--- config.mk ---
export PLATFORM = sky130hd
export DESIGN_NAME = branch_update_ctrl
export DESIGN_NICKNAME = d
export VERILOG_FILES = /design/src/rtl/branch_update_ctrl.sv
export SDC_FILE = /design/constraint.sdc
export NUM_CORES = 1
export LEC_CHECK = 0
export ABC_CLOCK_PERIOD_IN_PS = 6100
export CAP_MARGIN = 20
export CELL_PAD_IN_SITES_DETAIL_PLACEMENT = 1
export CELL_PAD_IN_SITES_GLOBAL_PLACEMENT = 1
export CORE_MARGIN = 2
export CORE_UTILIZATION = 43
export DETAILED_ROUTE_END_ITERATION = 6
export GPL_ROUTABILITY_DRIVEN = 0
export PLACE_DENSITY_LB_ADDON = 0.1
export SLEW_MARGIN = 5
export SYNTH_ARGS = -nofsm -noshare
export SYNTH_HDL_FRONTEND = slang
export SYNTH_SLANG_ARGS = --single-unit
--- constraint.sdc ---
create_clock -name CLK -period 6.1 [get_ports CLK]
set_input_delay 0.61 -clock CLK [delete_from_list [all_inputs] [get_ports CLK]]
set_output_delay 0.61 -clock CLK [all_outputs]
set_load 0.05 [all_outputs]
--- src/rtl/branch_update_ctrl.sv ---
// branch_update_ctrl: in-order queue of fetch predictions, retired at resolve to train the history table
module branch_update_ctrl #(
   parameter int IDX_W = 4,
   parameter int DEPTH = 4
) (
   input  logic                     CLK,
   input  logic                     RST,
   input  logic                     Fetch_Valid,
   input  logic [IDX_W-1:0]         Fetch_Idx,
   input  logic                     Fetch_Predict,
   output logic                     Fetch_Ready,
   input  logic                     Resolve_Valid,
   input  logic                     Resolve_Taken,
   output logic                     Upd_EN,
   output logic [IDX_W-1:0]         Upd_Idx,
   output logic                     Upd_Branch,
   output logic                     Mispredict,
   output logic                     Underflow,
   output logic [$clog2(DEPTH):0]   Occupancy,
   output logic [15:0]              Branch_Cnt,
   output logic [15:0]              Miss_Cnt
);
   localparam int PW = $clog2(DEPTH);
   logic [IDX_W-1:0] r_idx [DEPTH];
   logic [DEPTH-1:0] r_pred;
   logic [PW-1:0]    r_wr, r_rd;
   logic [PW:0]      r_occ;
   logic             r_upd_en, r_upd_br, r_mis, r_und;
   logic [IDX_W-1:0] r_upd_idx;
   logic [15:0]      r_bcnt, r_mcnt;
   logic             w_empty, w_full, w_pop, w_miss, w_push;
   always_comb begin
      w_empty     = r_occ == '0;
      w_full      = r_occ == (PW+1)'(DEPTH);
      w_pop       = Resolve_Valid && !w_empty;
      w_miss      = w_pop && (r_pred[r_rd] != Resolve_Taken);
      // a full queue still accepts when the head retires correctly this cycle
      Fetch_Ready = !w_full || (Resolve_Valid && !w_miss);
      w_push      = Fetch_Valid && Fetch_Ready && !w_miss;
   end
   always_ff @(posedge CLK) begin
      if (w_push) begin
         r_idx[r_wr]  <= Fetch_Idx;
         r_pred[r_wr] <= Fetch_Predict;
      end
   end
   always_ff @(posedge CLK) begin
      if (RST) begin
         r_wr      <= '0;
         r_rd      <= '0;
         r_occ     <= '0;
         r_upd_en  <= 1'b0;
         r_upd_idx <= '0;
         r_upd_br  <= 1'b0;
         r_mis     <= 1'b0;
         r_und     <= 1'b0;
         r_bcnt    <= '0;
         r_mcnt    <= '0;
      end else begin
         r_upd_en <= w_pop;
         r_mis    <= w_miss;
         r_und    <= Resolve_Valid && w_empty;
         if (w_pop) begin
            r_upd_idx <= r_idx[r_rd];
            r_upd_br  <= Resolve_Taken;
         end
         if (w_pop && r_bcnt != 16'hFFFF) r_bcnt <= r_bcnt + 16'd1;
         if (w_miss && r_mcnt != 16'hFFFF) r_mcnt <= r_mcnt + 16'd1;
         // wrong-path flush: everything younger than the head is dropped
         if (w_miss) begin
            r_rd  <= r_wr;
            r_occ <= '0;
         end else begin
            r_wr  <= r_wr + PW'(w_push);
            r_rd  <= r_rd + PW'(w_pop);
            r_occ <= r_occ + (PW+1)'(w_push) - (PW+1)'(w_pop);
         end
      end
   end
   assign Upd_EN     = r_upd_en;
   assign Upd_Idx    = r_upd_idx;
   assign Upd_Branch = r_upd_br;
   assign Mispredict = r_mis;
   assign Underflow  = r_und;
   assign Occupancy  = r_occ;
   assign Branch_Cnt = r_bcnt;
   assign Miss_Cnt   = r_mcnt;
endmodule

* Yosys cells after proc, flatten, opt, wreduce, memory -nomap -nowiden
Memory sizes are Yosys's and may differ from the RTL's. A register that Yosys moved wholly into a read port is not among the register bits.
Index checks and enable logic that the tools add are counted.
** Cells by class
- $lt $le $gt $ge :: 3
- Add/subtract/negate cells :: 6
- Muxes and demuxes :: 8
- Equality and inequality tests :: 4
- Reductions and logical operators :: 15
** Operators by type and width (count)
- adder 16 x 1 -> 16 bit (second input constant) :: 2
- != test 16 bit (second input constant) :: 2
- logical AND 1 bit :: 9
- less-than comparator 2 x 3 -> 1 bit (second input constant) :: 2
- adder 2 x 1 -> 2 bit :: 2
- bitwise mux 4 bit :: 1
- 2-to-1 mux 1 bit :: 4
- adder 3 x 1 -> 3 bit :: 1
- == test 3 bit (second input constant) :: 1
- zero test 1 bit :: 3
- zero test 3 bit :: 1
- subtractor 3 x 1 -> 3 bit :: 1
- binary-select mux 1 bit (select 2 bit) :: 1
- demux 1 bit (select 2 bit) :: 1
- >= comparator 2 x 1 -> 1 bit (second input constant) :: 1
- 2-to-1 mux 2 bit :: 1
- OR reduction 2 bit :: 1
- logical OR 1 bit :: 1
- != test 1 bit :: 1
** Word-level totals
- Output and inout port bits :: 44
- Register bits :: 47
- Bits in writable memories :: 16
- Memories kept :: 1
** Memory list
- r_idx :: words 4, bits a word 4, read ports 1, clocked after memory_dff 1, wr ports 1, RTL line 24 : logic [IDX_W-1:0] r_idx [DEPTH];

* Logic depth before layout (Yosys ltp)
Gate-level depths: netlist (run 1).
- Word-level depth :: 11
- Mapped depth :: 13

* Least setup slack after synthesis (run 1)
No wires, ideal clock.
- Kind :: reg-to-reg
- Start :: register r_rd[0]
- End :: register r_occ[2] (netlist: Occupancy[2])
- Data arrival time :: 2.895 ns
- Period minus slack after synthesis :: 2.973 ns
- Slack :: 3.127 ns
- Path buffers :: 1
- Stages on the path, launching flop included :: 14
- Path through :: dfxtp_1 buf_6 mux4_2 xnor2_2 and2_1 o21ai_1 ha_1 inv_1 ha_1 inv_1 fa_1 xor2_1 xnor2_1 nor3_1
** On the way
- Cells in the longest elaborated chain, start to end :: 11
- Elaborated cells on any way between the ends :: 12
** RTL lines
- start, declared :: RTL line 26 : logic [PW-1:0] r_wr, r_rd;
- start signal, assigned :: RTL line 71 : r_rd <= r_wr;
- start signal, assigned :: RTL line 75 : r_rd <= r_rd + PW'(w_pop);
- binary-select mux 1 bit (select 2 bit) * :: RTL line 36 : w_miss = w_pop && (r_pred[r_rd] != Resolve_Taken);
- 2-to-1 mux 1 bit (not written as such) * :: RTL line 36
- != test 1 bit * :: RTL line 36
- logical AND 1 bit * :: RTL line 36
- zero test 1 bit :: RTL line 38, 39
- logical AND 1 bit :: RTL line 38 : Fetch_Ready = !w_full || (Resolve_Valid && !w_miss);
- logical OR 1 bit :: RTL line 38
- logical AND 1 bit (2 in a row) :: RTL line 39 : w_push = Fetch_Valid && Fetch_Ready && !w_miss;
- adder 3 x 1 -> 3 bit :: RTL line 76 : r_occ <= r_occ + (PW+1)'(w_push) - (PW+1)'(w_pop);
- subtractor 3 x 1 -> 3 bit :: RTL line 76
- end signal, assigned :: RTL line 76
- end, declared :: RTL line 27 : logic [PW:0] r_occ;
Every way passes the cells marked *; elsewhere a longest branch is shown, timed or not. The select of a mux whose other input is x is not followed.
A chain may end at the register's enable or synchronous reset.

* Worst setup path after layout (run 1)
- Start :: register r_rd[0]
- End :: output port Fetch_Ready
** On the way
- Cells in the longest elaborated chain, start to end :: 7
** RTL lines
- binary-select mux 1 bit (select 2 bit) :: RTL line 36
- 2-to-1 mux 1 bit (not written as such) :: RTL line 36
- != test 1 bit :: RTL line 36
- logical AND 1 bit :: RTL line 36
- zero test 1 bit :: RTL line 38
- logical AND 1 bit :: RTL line 38
- logical OR 1 bit :: RTL line 38
- end, declared :: RTL line 11 : output logic Fetch_Ready,
Every way passes these cells. The select of a mux whose other input is x is not followed.

==> results of run 1 <==
[power breakdown]
part	total, mW	leakage (nW)	internal (mW)	switching (mW)
Combinational	0.402	0.556	0.152	0.250
Sequential	0.572	0.564	0.519	0.0528
Clock	0.415	0.106	0.233	0.182
Total	1.39	1.23	0.904	0.485
[registers in the layout (all words and copies together) (netlist names), 2 cells and up]
register	flops
r_idx	16
Occupancy	3
r_wr	2
Upd_Idx	4
Branch_Cnt	16
r_pred	4
r_rd	2
Miss_Cnt	16
[logic make-up (layout without fill, tap and decap cells)]
logic type      count (synthesis)  count (layout)  share of synthesized area [%]
simple gates                  130             130                           22.3
flops                          67              67                           52.4
compound gates                 30              30                           5.65
xor+xnor                       28              28                           8.59
buf+inv                        16              75                           2.42
mux                             9               9                           5.48
fa+ha+maj                       7               7                           3.23
[cells in the mapped netlist (2+ instances only)]
cell type,number,area (sq um)
xor2_1,3,26.3
xnor2_1,24,210
dfxtp_1,47,941
nor4_1,6,37.5
nor3b_1,6,45.0
clkbuf_1,7,26.3
nor2_1,36,135
nand4_1,12,75.1
buf_2,2,10.0
nand3_1,11,55.1
mux4_2,3,67.6
and3_1,3,18.8
a211oi_1,2,15.0
or3_1,6,37.5
and4_1,4,35.0
edfxtp_1,20,601
nor3_1,11,55.1
o21ai_0,8,40.0
mux4_1,2,52.6
mux2i_1,3,30.0
inv_1,4,15.0
and2_1,2,12.5
nand2_1,28,105
ha_1,6,75.1
a21oi_1,18,90.1
[worst max-delay path, stage by stage, from the launching register on]
cell and delay [ns]:
dfxtp_1 0.54, mux4_2 0.59, xnor2_2 0.66, and2_1 0.24
nand3b_1 0.12, clkdlybuf4s50_1 0.80
[metrics by stage]
step,setup slack [ns],total power [mW],std cells
finish,2.21,1.39,426
CTS,2.18,1.40,426
floorplan,3.13,0.872,287
global placement,2.53,0.970,410
detailed placement,2.44,0.986,410
global route,2.07,1.46,426
[metal layers]
metal | share of wire (%) | track usage [%]
met1 | 46 | 24.9
met2 | 51 | 31.9
met3 | 2.7 | 3.90
met4 | 0.77 | 7.81
met5 | 0 | 0
[worst paths after layout]
kind	from	end	slack [ns]	cells past startpoint
setup / recovery	r_rd[0]	Fetch_Ready	2.21	5
setup reg to reg	r_rd[0]	Occupancy[2]	2.47	12
hold reg to reg	Upd_Branch	Upd_Branch	0.48	2
hold / removal	Upd_Branch	Upd_Branch	0.48	2
[cell type report]
class	instances	area share, %
clock buffer	9	3.30
clock inverter	7	2.70
inverter	5	0.500
multi-input combinational	204	35.5
sequential	67	41.1
tap	80	2.67
timing repair buffer	54	14.3
==> impl_metrics.ini, run 1 <==
[clocking]
clk_pin_slew_ns = 0.08
clk-insertion-delay-late_ns = 0.33
cts_root_buf = clkbuf_8
cts_setup_buffers = 0
cts_buffer_depth = 2
htree_levels = 3
cts_tree = done
postCtsHoldBufs = 0
cts_sinks = 67
post_cts_resized = 0
cts-buffers-inserted = 9

[layout]
area_growth_pct = 27.5
n_antenna_cell = 0
final_common_cell = clkdlybuf4s50_1
final_util_pct = 55.9
drive_gt1_share_pct = 6.94
final_area_sq_um = 3750
register_area_sq_um = 1540
multi_input_area_sq_um = 1330
mostFrequentLayoutCells = clkdlybuf4s50_1 (53), dfxtp_1 (47), nor2_1 (36)
n_fill_cell = 741
nets = 358

[setup_path]
endpoint_kind = output port
cp.arrival_ns = 3.28
critPathLaunchType = register
cp_max_fo = 17
critPathRequiredTime_ns = 5.49
path_class = register to output port

[sta]
finalSetupTns_ns = 0
finalSetupViolCount = 0
fin_worst_skew_ns = 0.00820
hold_slack_ns = 0.483
relSlewSlack_pct = 34.4
hold_viol = 0
max_freq_mhz = 257
tightest_slew_ns = 0.973
slew_violations = 0
fin_crit_ns = 3.89
fin_crit_sh_pct = 63.8
grt_setup_unrepaired = false

[global_routing]
grt_antenna_before_repair = 0
grt_pass1_wl_microns = 11200
track_usage_pct = 19.3
grt_pass1_vias = 2277
overflow = 0
grt_max_degree = 49

[logic_synthesis]
syn_nets = 304
ys_seq_area_share_pct = 52.4
syn_avg_cell_area_sq_um = 10.3
synthFlopType = dfxtp_1
syn_inst = 287
synth_area_sq_um = 2940
yosysUniqueCellTypes = 38
ys_warn_count = 0
synthArstFlopShare_pct = 0
synth-edff-count = 20
synth_seq_cells = 67

[run_status]
status = complete, no violations

[routing]
viasPerCell = 5.56
drt_iter0_drc = 106
wl_microns = 6890
wire_per_inst_microns = 16.2
ant_nets = 0
vias = 2370
firstDrtPassIters = 4
drc = 0

[power_and_ir_drop]
ir_worst_vdd_v = 0.000236
leakagePower_nw = 1.23
pwr_density_cell_nw_per_um2 = 370

[placed_design]
placed_cell_area_sq_um = 3530
port_buffers = 53
dpl.hpwl_microns = 4790

[floorplanning]
io_pins = 54
row_count = 30
core-area_sq_um = 6720
fp.dieW_microns = 86.7
initial_core_util_pct = 43.8
dieArea_sq_um = 7520
die_h_microns = 86.7

[job]
cap_violations = 0

[hold_path]
min_path_type = register to register
(Power assumes the default switching activity.)
==> run 2: changes to the inputs <==
--- a/config.mk
+++ b/config.mk
@@ -5,12 +5,12 @@
 export SDC_FILE = /design/constraint.sdc
 export NUM_CORES = 1
 export LEC_CHECK = 0
-export ABC_CLOCK_PERIOD_IN_PS = 6100
+export ABC_CLOCK_PERIOD_IN_PS = 3200
 export CAP_MARGIN = 20
 export CELL_PAD_IN_SITES_DETAIL_PLACEMENT = 1
 export CELL_PAD_IN_SITES_GLOBAL_PLACEMENT = 1
 export CORE_MARGIN = 2
-export CORE_UTILIZATION = 43
+export CORE_UTILIZATION = 36
 export DETAILED_ROUTE_END_ITERATION = 6
 export GPL_ROUTABILITY_DRIVEN = 0
 export PLACE_DENSITY_LB_ADDON = 0.1
==> constraint.sdc (replaced) <==
create_clock -name CLK -period 3.2 [get_ports CLK]
set_input_delay 0.32 -clock CLK [delete_from_list [all_inputs] [get_ports CLK]]
set_output_delay 0.32 -clock CLK [all_outputs]
set_load 0.05 [all_outputs]
==> impl_metrics.ini, run 2 (synthesis gave the netlist of run 1 again) <==
[layout]
nets = 368
area_growth_pct = 30.8
final_common_cell = clkdlybuf4s50_1
final_util_pct = 49.3
mostFrequentLayoutCells = clkdlybuf4s50_1 (52), dfxtp_1 (47), nor2_1 (36)
drive_gt1_share_pct = 9.55
n_antenna_cell = 0
final_cell_count_no_fill = 458

[clocking]
clk-insertion-delay-late_ns = 0.34
cts_setup_buffers = 0
cts_buffer_depth = 2
htree_levels = 3
postCtsHoldBufs = 0
cts-buffers-inserted = 9
cts_sinks = 67
cts_tree = done
cts_root_buf = clkbuf_8
post_cts_resized = 0
clk_pin_slew_ns = 0.08

[setup_path]
path_class = register to register
critPathRequiredTime_ns = 3.41
cp.arrival_ns = 2.98
critPathLaunchType = register
cp_max_fo = 6
endpoint_kind = register

[sta]
hold_viol = 0
tightest_slew_ns = 0.961
finalSetupTns_ns = 0
fin_worst_skew_ns = 0.0113
slew_violations = 0
max_freq_mhz = 360
relSlewSlack_pct = 35.2
fin_crit_ns = 2.78
fin_crit_sh_pct = 86.8
grt_setup_unrepaired = false
finalSetupViolCount = 0

[floorplanning]
dieArea_sq_um = 8920
row_count = 32
fp.dieW_microns = 94.4
die_h_microns = 94.4
io_pins = 54
core-area_sq_um = 7810
initial_core_util_pct = 37.7

[global_routing]
grt_max_degree = 49
track_usage_pct = 17.0
grt_pass1_vias = 2428
grt_antenna_before_repair = 0
overflow = 0
grt_pass1_wl_microns = 11800

[power_and_ir_drop]
leakagePower_nw = 1.28
totalPowerFinal_mw = 2.70
ir_worst_vdd_v = 0.000425
pwr_density_cell_nw_per_um2 = 701

[run_status]
status = complete, no violations

[placed_design]
dpl.hpwl_microns = 4860
dp.cells = 442
port_buffers = 53

[routing]
firstDrtPassIters = 4
drc = 0
viasPerCell = 5.24
wire_per_inst_microns = 15.2
drt_iter0_drc = 62
vias = 2402
wl_microns = 6970
ant_nets = 0

[hold_path]
min_path_type = register to register

[job]
cap_violations = 0
## run 2: changes by cell type in the layout (fill, tap and decap cells not counted)
cell             before  now
inv_6                 1    3
clkinv_4              2    0
clkdlybuf4s50_1      53   52
clkinvlp_4            2    1
clkinv_1              1    2
buf_4                 1   12
## run 2: final cells by class
| class | count | area, sq um |
|---|---|---|
| tap | 102 | 128 |
| clock buffer | 9 | 124 |
| multi-input combinational | 204 | 1330 |
| fill | 872 | 3960 |
| timing repair buffer | 64 | 611 |
| clock inverter | 7 | 97.6 |
| sequential | 67 | 1540 |
| inverter | 5 | 18.8 |
## run 2: per-stage QoR
step / setup slack [ns] / area (sq um) / hold WS, ns
finish: 0.421 / 3850 / 0.465
floorplan: 0.227 / 2940 / 0.419
CTS: 0.393 / 3850 / 0.471
global placement: 0.517 / 3630 / 0.450
detailed placement: 0.414 / 3630 / 0.459
global route: 0.173 / 3850 / 0.494
## run 2: worst max-delay path, cell delays in order (launching register included)
cell     delay [ns]
dfxtp_1        0.52
mux4_2         0.39
xnor2_2        0.15
and2_1         0.17
o21ai_1        0.18
ha_1           0.25
inv_1          0.06
ha_1           0.13
inv_1          0.05
fa_1           0.37
xor2_1         0.18
xnor2_1        0.14
nor3_1         0.06
## run 2: power breakdown
| part | internal (mW) | leakage [nW] | switching, mW |
|---|---|---|---|
| clock network | 0.444 | 0.108 | 0.346 |
| registers | 0.989 | 0.564 | 0.0824 |
| logic | 0.335 | 0.607 | 0.504 |
| total | 1.77 | 1.28 | 0.932 |
## run 2: metal layers
metal,track usage (%),vias up,part of all wire [%]
li1,-,1159,-
met1,21.5,1181,47
met2,28.5,52,48
met3,4.15,10,3.6
met4,6.16,0,1.7
met5,0,-,0
## run 2: worst paths after layout
| kind | from | to | slack, ns | cells past startpoint |
|---|---|---|---|---|
| min | Upd_Idx[1] | Upd_Idx[1] | 0.46 | 2 |
| max reg2reg | r_rd[1] | Occupancy[2] | 0.42 | 12 |
| max | r_rd[1] | Occupancy[2] | 0.42 | 12 |
| min reg2reg | Upd_Idx[1] | Upd_Idx[1] | 0.46 | 2 |
==> run 3: changes to the inputs <==
--- a/config.mk
+++ b/config.mk
@@ -5,14 +5,12 @@
 export SDC_FILE = /design/constraint.sdc
 export NUM_CORES = 1
 export LEC_CHECK = 0
-export ABC_CLOCK_PERIOD_IN_PS = 3200
-export CAP_MARGIN = 20
+export ABC_CLOCK_PERIOD_IN_PS = 3600
 export CELL_PAD_IN_SITES_DETAIL_PLACEMENT = 1
 export CELL_PAD_IN_SITES_GLOBAL_PLACEMENT = 1
 export CORE_MARGIN = 2
-export CORE_UTILIZATION = 36
+export CORE_UTILIZATION = 43
 export DETAILED_ROUTE_END_ITERATION = 6
-export GPL_ROUTABILITY_DRIVEN = 0
 export PLACE_DENSITY_LB_ADDON = 0.1
 export SLEW_MARGIN = 5
 export SYNTH_ARGS = -nofsm -noshare
==> constraint.sdc (replaced) <==
create_clock -name CLK -period 3.6 [get_ports CLK]
set_input_delay 0.36 -clock CLK [delete_from_list [all_inputs] [get_ports CLK]]
set_output_delay 0.36 -clock CLK [all_outputs]
set_load 0.05 [all_outputs]
==> impl_metrics.ini, run 3 (synthesis gave the netlist of run 1 again) <==
[clocking]
cts-buffers-inserted = 9
clk_pin_slew_ns = 0.08
cts_buffer_depth = 2
post_cts_resized = 0
cts_sinks = 67
clk-insertion-delay-late_ns = 0.34
cts_setup_buffers = 0
cts_tree = done
cts_root_buf = clkbuf_8
htree_levels = 3
postCtsHoldBufs = 0

[global_routing]
overflow = 0
grt_max_degree = 49
grt_pass1_vias = 2397
track_usage_pct = 20.1
grt_antenna_before_repair = 0
grt_pass1_wl_microns = 11700

[layout]
final_cell_count_no_fill = 429
area_growth_pct = 26.4
final_common_cell = clkdlybuf4s50_1
drive_gt1_share_pct = 7.45
n_antenna_cell = 0
mostFrequentLayoutCells = clkdlybuf4s50_1 (53), dfxtp_1 (47), nor2_1 (36)
nets = 361
final_util_pct = 55.4

[setup_path]
cp.depth = 13
critPathLaunchType = register
cp.arrival_ns = 3.25
cp_top_family = adder cells
worstReg2RegStart = r_rd[0]
r2r_cells = 13
r2r_end = Occupancy[2]
rrSetupSlack_ns = 0.55
crit_path_top_delay_cell = mux4_2
crit_buf_inv = 3
worst_setup_path_endpoint = Occupancy[2]
cp-startpoint = r_rd[0]
crit_chain = mux4_2, xnor2_2, and2_1, o21ai_1, buf_4, ha_1, inv_1, ha_1, inv_1, fa_1, xor2_1, xnor2_1, nor3_1
cp_max_fo = 6
critPathRequiredTime_ns = 3.80
endpoint_kind = register
path_class = register to register
slowest_delay_ns = 0.58

[sta]
grt_setup_unrepaired = false
finalSetupViolCount = 0
slew_violations = 0
fin_crit_sh_pct = 84.7
fin_worst_skew_ns = 0.00794
fin_crit_ns = 3.05
tightest_slew_ns = 0.966
max_freq_mhz = 328
finalSetupTns_ns = 0
hold_viol = 0
relSlewSlack_pct = 34.9

[routing]
viasPerCell = 5.46
vias = 2341
drt_iter0_drc = 66
firstDrtPassIters = 4
ant_nets = 0
wire_per_inst_microns = 16.1
drc = 0
wl_microns = 6890

[floorplanning]
io_pins = 54
fp.dieW_microns = 86.7
die_h_microns = 86.7
row_count = 30
initial_core_util_pct = 43.8
core-area_sq_um = 6720
dieArea_sq_um = 7520

[hold_path]
min_path_type = register to register

[placed_design]
dp.cells = 413
port_buffers = 53
dpl.hpwl_microns = 4920
gp_congestion = 0.745

[power_and_ir_drop]
pwr_density_cell_nw_per_um2 = 595
ir_worst_vdd_v = 0.000365
leakagePower_nw = 1.21

[run_status]
status = complete, no violations

[job]
cap_violations = 0
[run 3: how the worst min path moves through the flow]
stage            startpoint          end  cells past startpoint
2_1_floorplan  Fetch_Idx[0]  r_idx[0][0]                      0
3_3_place_gp     Upd_Idx[0]   Upd_Idx[0]                      2
3_5_place_dp     Upd_Idx[2]   Upd_Idx[2]                      2
4_1_cts          Upd_Idx[2]   Upd_Idx[2]                      2
5_1_grt          Upd_Idx[1]   Upd_Idx[1]                      2
6_report         Upd_Idx[1]   Upd_Idx[1]                      2
[run 3: per-stage QoR]
stage / power, mW / setup slack, ns / cell area (sq um) / hold WS, ns
after global placement: 1.67 / 0.601 / 3550 / 0.447
after floorplan: 1.48 / 0.627 / 2940 / 0.459
after detailed placement: 1.70 / 0.514 / 3550 / 0.464
after CTS: 2.25 / 0.484 / 3720 / 0.475
final: 2.21 / 0.549 / 3720 / 0.467
after global routing: 2.34 / 0.312 / 3720 / 0.489
[run 3: tightest hold or removal path: stages, from the launching register on]
cell and delay [ns]:
dfxtp_1 0.32, nand2_1 0.06, a21oi_1 0.05
[run 3: cell type report]
| cell class | count | area (sq um) |
|---|---|---|
| clock inverters | 7 | 45.0 |
| well taps | 80 | 100 |
| clock buffers | 9 | 124 |
| repair buffers | 57 | 561 |
| fillers | 746 | 3000 |
| flip-flops and latches | 67 | 1540 |
| multi-input cells | 204 | 1330 |
| inverters | 5 | 18.8 |
[run 3: routing by layer]
layer  routed length, microns  global-route usage [%]
met5                        0                       0
met4                      108                    7.95
met3                      173                    3.90
met2                     3500                    33.8
met1                     3110                    25.5
[run 3: power by group]
group / internal (mW) / switching, mW / leakage [nW]
combinational: 0.278 / 0.434 / 0.571
sequential: 0.880 / 0.0830 / 0.564
clock: 0.246 / 0.292 / 0.0787
total: 1.40 / 0.809 / 1.21
